<file path="src/rtl/pc_redirect.sv">
// Fetch PC register and control-flow redirect stage; MISALIGN_TRAP_EN enables the misaligned-target trap.
// Latency: an unstalled redirect reaches pc one cycle after req; flush is high for FLUSH_CYCLES cycles after that.
// Backpressure: stall holds pc, and a redirect that arrives during a stall is parked until the stall drops.
module pc_redirect #(
  parameter logic [31:0] RESET_PC     = 32'h0000_0000,
  parameter int unsigned FLUSH_CYCLES = 2
) (
  input  logic        clk,
  input  logic        rst_n,
  input  logic        stall,
  input  logic        ex_valid,
  input  logic        is_branch,
  input  logic        br_taken,
  input  logic        jal,
  input  logic        jalr,
  input  logic [31:0] ex_pc,
  input  logic [31:0] imm,
  input  logic [31:0] rs1data,
  output logic [31:0] pc,
  output logic        flush,
  output logic        misalign
);

  localparam logic [2:0] SQUASH_INIT = 3'(FLUSH_CYCLES);

  logic [2:0]  squash_cnt;
  logic        pend_v;
  logic [31:0] pend_pc;
  logic        req;
  logic [31:0] raw_tgt;
  logic [31:0] tgt;
  logic        tgt_mis;
  logic        pend_mis;

  assign flush = (squash_cnt != 3'd0);

  // jal and branch share the pc-relative target, so only jalr needs priority.
  always_comb begin
    raw_tgt = jalr ? ((rs1data + imm) & ~32'h1) : (ex_pc + imm);
`ifdef MISALIGN_TRAP_EN
    tgt      = raw_tgt;
    tgt_mis  = raw_tgt[1];
    pend_mis = pend_pc[1];
`else
    tgt      = {raw_tgt[31:2], 2'b00};
    tgt_mis  = 1'b0;
    pend_mis = 1'b0;
`endif
  end

  // Wrong-path instructions behind a redirect are ignored while flush or a parked redirect is live.
  assign req = ex_valid & ~flush & ~pend_v & (jal | jalr | (is_branch & br_taken));

  always_ff @(posedge clk or negedge rst_n) begin
    if (!rst_n) begin
      pc         <= RESET_PC;
      misalign   <= 1'b0;
      squash_cnt <= 3'd0;
      pend_v     <= 1'b0;
      pend_pc    <= 32'h0;
    end else begin
      misalign <= 1'b0;
      if (stall) begin
        if (req) begin
          pend_pc    <= tgt;
          pend_v     <= 1'b1;
          squash_cnt <= SQUASH_INIT;
        end
      end else if (pend_v) begin
        pend_v     <= 1'b0;
        squash_cnt <= SQUASH_INIT;
        if (pend_mis) misalign <= 1'b1;
        else          pc       <= pend_pc;
      end else if (req) begin
        squash_cnt <= SQUASH_INIT;
        if (tgt_mis) misalign <= 1'b1;
        else         pc       <= tgt;
      end else begin
        pc <= pc + 32'd4;
        if (squash_cnt != 3'd0) squash_cnt <= squash_cnt - 3'd1;
      end
    end
  end

endmodule
</file>
<file path="config.mk">
export PLATFORM = sky130hd
export DESIGN_NAME = pc_redirect
export DESIGN_NICKNAME = d
export VERILOG_FILES = /design/src/rtl/pc_redirect.sv
export SDC_FILE = /design/constraint.sdc
export NUM_CORES = 1
export LEC_CHECK = 0
export CAP_MARGIN = 10
export CORE_MARGIN = 4
export CORE_UTILIZATION = 58
export CTS_CLUSTER_SIZE = 25
export DETAILED_ROUTE_END_ITERATION = 6
export DONT_BUFFER_PORTS = 1
export GPL_TIMING_DRIVEN = 0
export PLACE_DENSITY = 0.7
export SLEW_MARGIN = 20
export SYNTH_ARGS = -nofsm -noshare
export SYNTH_HDL_FRONTEND = slang
export SYNTH_SLANG_ARGS = --single-unit
export TNS_END_PERCENT = 1
</file>
<file path="constraint.sdc">
create_clock -name clk -period 2.8 [get_ports clk]
set_input_delay 0.7 -clock clk [delete_from_list [all_inputs] [get_ports clk]]
set_output_delay 0.7 -clock clk [all_outputs]
set_load 0.01 [all_outputs]
</file>
Yosys cells after proc, flatten, opt, wreduce, memory -nomap -nowiden
Cells that the tools add are included.
{"block": "classes", "addsub": 4, "n_eq_ne": 1, "bitwise": 8, "reduce_logical": 4, "n_mux": 10}
{"op": "2-to-1 mux 32 bit", "count": 3}
{"op": "adder 32 bit", "count": 2}
{"op": "adder 32 x 3 -> 32 bit, second input constant", "count": 1}
{"op": "2-to-1 mux 3 bit", "count": 5}
{"op": "nonzero test 3 bit", "count": 2}
{"op": "bitwise AND 1 bit", "count": 4}
{"op": "AND reduction 2 bit", "count": 2}
{"op": "subtractor 3 x 1 -> 3 bit, second input constant", "count": 1}
{"op": "2-to-1 mux 1 bit", "count": 2}
{"op": "inequality test 2 x 1 -> 1 bit, second input constant", "count": 1}
{"op": "inverter 1 bit", "count": 2}
{"op": "bitwise OR 1 bit", "count": 2}
{"block": "word_totals", "wordCells": 31, "out_inout_bits": 34, "inputBits": 104, "ff_bits": 66}

Longest topological paths before layout
Gate-level depths: netlist (run 1).
{"block": "depth", "word_depth": 8, "mapped_depth": 12, "mapped_depth_nobuf": 11}

Worst setup path after synthesis (run 1)
OpenSTA, ideal clock, no wires.
{"block": "synth_path", "kind": "input to register", "start": "input port imm[2]", "end": "register pend_pc[31]", "required_ps": 2708, "stages": 10, "n_path_buf": 0, "setup_time_ps": 92, "arrival_ps": 2923, "setup_slack_ps": -215, "cell_sequence": "ha_1 > nand4_2 > a2111oi_4 > nor3_4 > a311oi_2 > o31ai_1 > a21oi_1 > mux2_4 > and3_1 > o31ai_2"}
{"block": "synth_between", "elab_chain_len": 2, "word_cells_on_any_way": 3, "cone_classes": "add/sub: 2; mux: 1"}
{"element": "start, declared", "line": "17", "source": "input logic [31:0] imm,"}
{"element": "adder 32 bit", "line": "39", "source": "raw_tgt = jalr ? ((rs1data + imm) & ~32'h1) : (ex_pc + imm);"}
{"element": "2-to-1 mux 32 bit *", "line": "39"}
{"element": "end signal, assigned", "line": "65", "source": "pend_pc <= tgt;"}
{"element": "end, declared", "line": "28", "source": "logic [31:0] pend_pc;"}
Mark *: on every way between the ends. The rest lies on a longest branch, timed or not.
A chain may end at the register's enable or synchronous reset.

Final worst setup path (run 1)
{"block": "layout_path", "start": "input port ex_pc[6]", "end": "register pc[28]"}
{"block": "layout_between", "elab_chain_len": 4}
{"element": "start, declared", "line": "16", "source": "input logic [31:0] ex_pc,"}
{"element": "adder 32 bit", "line": "39"}
{"element": "2-to-1 mux 32 bit", "line": "39"}
{"element": "2-to-1 mux 32 bit", "line": "74", "source": "end else if (req) begin"}
{"element": "2-to-1 mux 32 bit", "line": "69", "source": "end else if (pend_v) begin"}
{"element": "end signal, assigned", "line": "73", "source": "else pc <= pend_pc;"}
{"element": "end signal, assigned", "line": "77", "source": "else pc <= tgt;"}
{"element": "end signal, assigned", "line": "79", "source": "pc <= pc + 32'd4;"}
{"element": "end, declared", "line": "19", "source": "output logic [31:0] pc,"}
Every way passes these cells.

==> flow_summary.ini, run 1 <==
[cts]
cts_made_buffers = 9
clkSinkCount = 64
clk_pin_slew_ps = 50
cts_tree = built
htree_levels = 3
clk-insertion-delay-late_ps = 340
cts_hold_buf = 0
clock_path_buffers = 2
root_buffer = clkbuf_16

[setup_path]
start_kind = primary input
required_ps = 3070
crit_path_top_delay_cell = a211oi_2
slowest_delay_ps = 350
end_kind = register
arrival_ps = 3150
crit_type = in2reg
cp_max_fo = 6
reg2regPathDepth = 11
path_cells = ha_1 > a21o_1 > a211oi_2 > a21oi_4 > a31o_2 > a31oi_4 > o221ai_4 > mux2i_1 > o211ai_1 > o221a_2

[detailed_routing]
drt_wl_total_um = 21360
drc = 0
drtIter0Drc = 611
wl_per_cell_um = 20.84
dr.pass1.iters = 5
routed-via-count = 6747
drtAntennaViolNets = 0
vias_per_cell = 6.582

[floorplanning]
die-area_sq_mm = 0.01372
core_sq_mm = 0.01152
die_h_um = 117.1
io_pins = 138
row_count = 39
die_w_um = 117.1
initial_core_util_pct = 59.98

[place]
pre_cts_slack_ps = -588.4
port-buffer-count = 0
placedInstanceArea_sq_mm = 0.007193
place_hpwl_um = 16730
gp_congestion = 0.9521

[synthesis]
ys_ff_latch = 64
async_reset_ff_share_pct = 100.0
synth_edf_count = 0
synthCells = 864
ys_seq_area_share_pct = 23.18
synth_area_per_cell_sq_um = 7.995
yosysWarnings = 0
synth.distinct_cells = 83
synth_ff_type = dfrtp_1
netlist_area_sq_mm = 0.006908

[cells_and_area]
utilization_pct = 66.95
final_area_sq_mm = 0.007710
fin_nets = 1047
drive_gt1_share_pct = 13.27
diodes = 0
fillers = 1001
syn2layout_area_growth_pct = 11.61

[timing]
setup_ws_ps = -81.48
tns_ps = -228.1
fin_skew_ps = 7.017
timing.fmax_ghz = 0.3470
timing.slew.headroom_pct = 53.46
hold_violations = 0
setup_violations = 7
final_max_slew_viol_count = 0
period_minus_slack_ps = 2881
period_share_pct = 102.9
rsz0062_at_grt = true
tightestPinTransition_ps = 698.1

[grt]
grt_max_degree = 65
grt_use_total_pct = 31.04
grt-ovfl-total = 0
grt_pass1_vias = 6471
grt_pass1_wl_um = 33130
antenna_found_initial = 0

[run_status]
status = finished, violations left
violations = negative setup slack

[flow_run]
drv_cap = 0

[power_and_ir_drop]
total_power_w = 0.005369
p_leak_nw = 3.291
peakVddDrop_mv = 0.3405
p_per_area_mw_per_mm2 = 696.4

[worst_hold_path]
hp-class = in2async
placed cells by master (no fill, tap or decap), types with 5 or more instances in the layout:
cell type  count
a21oi_2        8
o31ai_1        5
a221oi_1      13
clkbuf_1      23
nor3_1        12
inv_1         22
xnor2_1       46
o21ai_1        6
and4_1         5
o21bai_1       5
or3_1          5
buf_4          7
a211oi_1       6
ha_4           9
mux2_2         6
xor2_1        24
o211ai_1       8
a2bb2oi_1      7
clkbuf_2       5
nor2_1        64
clkbuf_16      9
nand3_1       33
o21a_1        12
and3_1        19
mux2i_1        9
a21oi_1       69
dfrtp_1       63
ha_1          53
and2_1         5
buf_2          5
a22oi_1        7
a21o_1        25
nand2_1      110
nand4_1        7
a31oi_1       13
o21ai_0       51
what timing repair did:
action | 4_1_cts | 5_1_grt
setup buffers | 1 | 3
pin swaps | 4 | 13
setup endpoints to repair | 39 | 41
gates resized for setup | 16 | 36
per-layer routing:
metal	track usage [%]	up-vias	wire, um
met5	0	-	0
met4	9.709	0	399
met3	8.843	27	2185
met2	47.71	299	9610
met1	42.35	3179	9167
li1	-	3242	-
final cells by class:
cell class | count | area (sq um) | area share, %
clock buffer | 12 | 256.5 | 3.327
tap | 143 | 178.9 | 2.321
timing repair buffer | 4 | 30.03 | 0.3895
inverter | 24 | 90.09 | 1.168
multi-input combinational | 738 | 5365 | 69.59
buffer | 39 | 181.4 | 2.353
clock inverter | 1 | 5.005 | 0.06491
sequential | 64 | 1603 | 20.79
Yosys cell counts, drive strengths merged (5+ instances only):
cell     number  share of area [%]
inv          23                1.2
a31o          5               0.63
a211oi       10                1.2
mux2i        12                1.7
o21a         12                1.3
clkbuf       28                1.5
a22oi         7               0.76
nand4         8               0.82
o221ai        5               0.72
nand3        34                2.5
ha           63                 11
o31ai         8               0.94
and3         20                1.8
nor3         14                1.2
xnor2        47                6.0
a2bb2oi       7               0.89
o21bai        5               0.54
mux2          7                1.2
or3           7               0.63
o211ai        8               0.87
dfrtp        64                 23
and4          6               0.76
nor2         67                3.7
o21ai        59                4.3
a221oi       17                2.4
nand2       112                6.1
and2          6               0.56
nand2b        5               0.45
a21oi        78                5.8
nor2b         5               0.45
a31oi        15                1.8
xor2         24                3.0
a21o         26                2.8
buf          12               0.98
logic make-up (layout without fill, tap and decap cells):
logic type | count (synthesis) | count (layout) | share of synthesized area (%)
xor gates and xnor gates | 71 | 71 | 9.002
AOI/OAI and AO/OA | 292 | 292 | 29.99
other | 1 | 3 | 0.05429
and+or+nand+nor | 290 | 290 | 19.62
buffers and inverters | 64 | 80 | 3.804
muxes | 19 | 19 | 2.934
DFF | 64 | 64 | 23.18
adders and majority gates | 63 | 63 | 11.41
sequential cells by signal (all words and copies together) (netlist names):
signal,flops
pend_v,1
pc,30
pend_pc,30
squash_cnt,3
through the flow:
step / hold WS (ps) / cells
2_1_floorplan: 404.4 / 866
3_3_place_gp: 405.8 / 1009
3_5_place_dp: 405.9 / 1009
4_1_cts: 58.89 / 1022
5_1_grt: 47.28 / 1025
6_report: 55.74 / 1025
worst paths after layout:
check	endpoint	start	slack, ps
worst max-delay path	pc[28]	ex_pc[6]	-80
worst min-delay path	pc[6]	rst_n	60
worst max register to register	pc[13]	squash_cnt[0]	50
worst min register to register	pend_pc[18]	pend_pc[18]	480
max in group asynchronous	pend_pc[27]	rst_n	2630
min in group clk	pend_pc[18]	pend_pc[18]	480
power breakdown:
part | switching (W) | total [W] | internal (W)
clock | 0.000383 | 0.00101 | 0.000630
combinational | 0.00136 | 0.00242 | 0.00107
sequential | 0.000575 | 0.00194 | 0.00136
total | 0.00231 | 0.00537 | 0.00306
worst max-delay path, delay by kind of cell:
kind / cells / cell delay, ps
AOI/OAI and AO/OA: 8 / 1950
adders and majority gates: 1 / 340
muxes: 1 / 150
(Power assumes the default switching activity.)
==> run 2: changes to the inputs <==
- CORE_UTILIZATION: 58 -> 35
- PLACE_DENSITY: 0.7 -> 0.45
==> run 2 against run 1 <==
The run still ends with negative setup slack left. Count of clock-buffer cells in the layout increased by 1. Cell count up 13%. Via count shrank 1.2%. Combinational power up 5%. Critical path type unchanged. Largest power group unchanged.
==> flow_summary.ini, run 2 (synthesis results as in run 1) <==
[grt]
antenna_found_initial = 0
grt_pass1_wl_um = 37360
grt-ovfl-total = 0
grt_max_degree = 65
grt_pass1_vias = 6592
grt_use_total_pct = 21.45

[timing]
setup_ws_ps = -63.45
tightestPinTransition_ps = 791.6
timing.fmax_ghz = 0.3492
period_minus_slack_ps = 2863
hold_violations = 0
timing.slew.headroom_pct = 47.23
period_share_pct = 102.3
holdWs_ps = 58.45
rsz0062_at_grt = true
fin_skew_ps = 4.939
final_max_slew_viol_count = 0
setup_violations = 5
tns_ps = -219.3

[power_and_ir_drop]
power_frac_clock_pct = 22.3
power_frac_comb_pct = 43.9
p_per_area_mw_per_mm2 = 704.7
p_leak_nw = 3.395
total_power_w = 0.005774
seqPwrFrac_pct = 33.8
p_int_w = 0.003356
peakVddDrop_mv = 0.2811
p_sw_share_pct = 41.89
switchingPower_w = 0.002419

[floorplanning]
die_w_um = 148.5
die_h_um = 148.5
io_pins = 138
row_count = 51
core_sq_mm = 0.01946
die-area_sq_mm = 0.02205
initial_core_util_pct = 35.49

[detailed_routing]
drc = 0
routed-via-count = 6668
vias_per_cell = 5.753
drtAntennaViolNets = 0
dr.pass1.iters = 5
wl_per_cell_um = 20.91
drtIter0Drc = 473
drt_wl_total_um = 24230

[cells_and_area]
drive_gt1_share_pct = 17.00
layout_common_cells = nand2_1, a21oi_1, dfrtp_1
final_cells = 1159
diodes = 0
fillers = 1946
fin_nets = 1057
top_regs = pc x30, pend_pc x30, squash_cnt x3
syn2layout_area_growth_pct = 18.62
final_common_cell = nand2_1

[cts]
clkSinkCount = 64
htree_levels = 3
cts_tree = built
clk_pin_slew_ps = 50
cts_made_buffers = 9
root_buffer = clkbuf_16
clock_path_buffers = 2
clk-insertion-delay-late_ps = 340
cts_hold_buf = 0

[setup_path]
arrival_ps = 3080
start_kind = primary input
crit_type = in2reg
required_ps = 3020
cp_max_fo = 5
end_kind = register

[worst_hold_path]
hp-class = in2async

[run_status]
violations = negative setup slack
status = finished, violations left

[place]
place_hpwl_um = 19010
pre_cts_slack_ps = -630.2
port-buffer-count = 0
place_inst = 1131
gp_congestion = 0.9033

[flow_run]
drv_cap = 0
==> run 2: cell types whose count changed in the layout (fill, tap and decap cells not counted), sizes merged <==
cell	previous run	this run
buf	15	28
clkbuf	40	38
clkinv	2	1
bufinv	0	2
==> run 2: power by group through the flow <==
stage	Combinational (W)	Clock (W)	Sequential, W
2_1_floorplan	0.00182	0	0.00179
3_3_place_gp	0.00230	0	0.00195
3_5_place_dp	0.00232	0	0.00196
4_1_cts	0.00236	0.00130	0.00195
5_1_grt	0.00284	0.00134	0.00203
6_report	0.00253	0.00129	0.00195
==> run 2: worst paths after layout <==
kind	start	cells past startpoint	end	slack, ps
max	imm[5]	10	pend_pc[28]	-60
max reg2reg	pc[3]	11	pc[22]	140
min reg2reg	pend_pc[2]	2	pend_pc[2]	470
max in group asynchronous	rst_n	0	pend_pc[29]	2600
min	rst_n	0	pc[7]	60
min in group clk	pend_pc[2]	2	pend_pc[2]	470
==> run 2: stage by stage <==
stage | cell area [sq um] | util (%)
finish | 8194 | 42.10
global route | 8194 | 42.10
CTS | 7750 | 39.82
detailed placement | 7346 | 37.74
global placement | 7346 | 37.74
floorplan | 7014 | -
==> run 2: worst max-delay path, stage by stage <==
cell	delay [ps]
ha_2	310
a21oi_2	180
a21oi_2	120
or3_4	420
a211oi_4	350
a21bo_2	230
nor3b_1	60
o21ai_1	160
o211ai_1	230
mux2_4	320
==> run 2: timing repair <==
item | in CTS | in global routing
buffers inserted | 1 | 14
setup endpoints to repair | 46 | 50
pin swaps | 2 | 28
gates cloned | 0 | 0
gates resized for setup | 16 | 71
==> run 2: area by class of cell <==
class | count | area, sq um | area share, %
multi-input cells | 738 | 5530 | 67.49
flip-flops and latches | 64 | 1603 | 19.56
well taps | 265 | 331.6 | 4.046
clock buffers | 13 | 280.3 | 3.420
plain buffers | 38 | 182.7 | 2.229
repair buffers | 15 | 116.4 | 1.420
inverters | 24 | 90.09 | 1.099
clock inverters | 2 | 60.06 | 0.7329
==> run 2: layer usage <==
layer / share of wire [%] / track usage (%)
met5: 0 / 0
met4: 2.0 / 6.051
met3: 6.8 / 4.631
met2: 44 / 33.33
met1: 47 / 30.10
==> run 3: changes to the inputs <==
- clock period: 2.8 -> 2.7 ns (I/O delays scaled with it)
==> run 3 against run 2 <==
The run still ends with negative setup slack left. Cell count decreased by 0.26%. First-iteration DRC count decreased by 5.9%. Utilization increased by 0.10 points. Global-route usage increased by 0.077 points. Combinational power increased by 4%. Clock skew increased by 0.96 ps. Cell area increased by 0.24%. Worst setup slack got worse by 77 ps. Total power increased by 3.8%. Sequential power increased by 4%. Wire length increased by 0.13%. Sequential share of layout area about the same. Critical endpoint unchanged. Largest power group unchanged.
==> flow_summary.ini, run 3 (synthesis results as in run 1) <==
[power_and_ir_drop]
p_sw_share_pct = 41.86
power_frac_comb_pct = 44.0
p_per_area_mw_per_mm2 = 729.4
p_leak_nw = 3.401
p_int_w = 0.003483
total_power_w = 0.005991
power_frac_clock_pct = 22.2
switchingPower_w = 0.002508
seqPwrFrac_pct = 33.8
peakVddDrop_mv = 0.2891

[timing]
setup_violations = 13
tightestPinTransition_ps = 769.3
rsz0062_at_grt = true
timing.slew.headroom_pct = 48.71
tns_ps = -886.0
timing.fmax_ghz = 0.3520
setup_ws_ps = -140.6
period_share_pct = 105.2
hold_violations = 0
period_minus_slack_ps = 2841
fin_skew_ps = 5.901
final_max_slew_viol_count = 0

[detailed_routing]
routed-via-count = 6657
wl_per_cell_um = 20.99
drtIter0Drc = 445
drc = 0
dr.pass1.iters = 5
drt_wl_total_um = 24260
vias_per_cell = 5.759
drtAntennaViolNets = 0

[floorplanning]
initial_core_util_pct = 35.49
die-area_sq_mm = 0.02205
row_count = 51
die_w_um = 148.5
core_sq_mm = 0.01946
io_pins = 138
die_h_um = 148.5

[run_status]
violations = negative setup slack
status = finished, violations left

[place]
gp_congestion = 0.9033
place_inst = 1131
port-buffer-count = 0
place_hpwl_um = 19010

[setup_path]
path_delay_family = compound AO/OA/AOI/OAI gates
start_kind = primary input
crit_buf_inv = 2
path_cells = ha_4 > a21oi_4 > a2111oi_4 > buf_4 > or3_4 > a211oi_4 > a21bo_2 > nor3b_1 > o21ai_1 > o211ai_1 > buf_4 > mux2_2
cpMostUsedCell = buf_4
crit_type = in2reg
required_ps = 2920
slowest_delay_ps = 360
arrival_ps = 3060
cp_max_fo = 4
end_kind = register
crit_path_top_delay_cell = or3_4

[flow_run]
drv_cap = 0

[grt]
grt_max_degree = 65
grt-ovfl-total = 0
grt_pass1_vias = 6611
antenna_found_initial = 0
grt_pass1_wl_um = 37500
grt_use_total_pct = 21.53

[cts]
cts_tree = built
clock_path_buffers = 2
clk-insertion-delay-late_ps = 330
htree_levels = 3
clkSinkCount = 64
root_buffer = clkbuf_16
cts_made_buffers = 9
clk_pin_slew_ps = 50

[cells_and_area]
final_common_cell = nand2_1
top_regs = pc x30, pend_pc x30, squash_cnt x3
final_cells = 1156
fillers = 1952
diodes = 0
syn2layout_area_growth_pct = 18.91
layout_common_cells = nand2_1, a21oi_1, nor2_1, dfrtp_1
drive_gt1_share_pct = 18.18
fin_nets = 1054

[worst_hold_path]
hp-class = in2async
[run 3: final timing paths]
check	startpoint	endpoint	slack, ps	depth (start not counted)
worst min register to register	pend_pc[2]	pend_pc[2]	470	2
worst max register to register	pc[2]	pc[26]	110	10
worst max-delay path	imm[2]	pend_pc[28]	-140	12
max in group asynchronous	rst_n	pend_pc[17]	2520	0
worst min-delay path	rst_n	pc[7]	40	0
min in group clk	pend_pc[2]	pend_pc[2]	470	2
[run 3: final cells by class]
type | instances | area (sq um) | area share [%]
Multi-Input combinational cell | 738 | 5564 | 67.74
Sequential cell | 64 | 1604 | 19.53
Tap cell | 265 | 331.6 | 4.037
Clock buffer | 13 | 280.3 | 3.412
Buffer | 38 | 190.2 | 2.315
Timing Repair Buffer | 12 | 93.84 | 1.142
Inverter | 24 | 90.09 | 1.097
Clock inverter | 2 | 60.06 | 0.7311
[run 3: metal layers]
| metal | up-vias | GRT usage [%] | wire, um | part of all wire [%] |
|---|---|---|---|---|
| met4 | 0 | 5.820 | 446 | 1.8 |
| met3 | 26 | 4.662 | 1686 | 6.9 |
| met1 | 3160 | 30.18 | 11380 | 47 |
| met2 | 219 | 33.60 | 10750 | 44 |
| li1 | 3252 | - | - | - |
| met5 | - | 0 | 0 | 0 |
[run 3: through the flow]
step                worst slack [ps]  utilization (%)  cell area, sq um  hold slack (ps)
floorplan                     -164.1                -              7014            379.4
global placement              -686.1            37.74              7346            383.1
detailed placement            -705.2            37.74              7346            382.9
CTS                           -163.7            40.19              7821            25.43
global route                  -206.9            42.21              8214            27.58
finish                        -140.6            42.21              8214            36.41
[run 3: power by group through the flow]
| stage | logic [W] | clock network [W] | registers [W] |
|---|---|---|---|
| finish | 0.00264 | 0.00133 | 0.00202 |
| CTS | 0.00247 | 0.00135 | 0.00202 |
| global route | 0.00295 | 0.00139 | 0.00210 |
| detailed placement | 0.00240 | 0 | 0.00203 |
| global placement | 0.00238 | 0 | 0.00202 |
| floorplan | 0.00189 | 0 | 0.00185 |
[run 3: worst reg2reg max path: stages, from the launching register on]
cell	delay, ps
dfrtp_2	450
ha_1	210
and3_1	160
buf_2	180
nand3_1	220
nor3_4	280
nand4_1	200
xnor2_1	190
a22oi_1	200
o221ai_2	120
mux2_2	270
[run 3: repair_timing]
action / 4_1_cts / 5_1_grt
hold endpoints to repair: 0 / 0
setup buffers: 1 / 11
pin swaps: 7 / 23
hold buffers: 0 / 0
endpoints found under the setup margin: 50 / 52
gates cloned: 0 / 0
resized for setup: 32 / 72
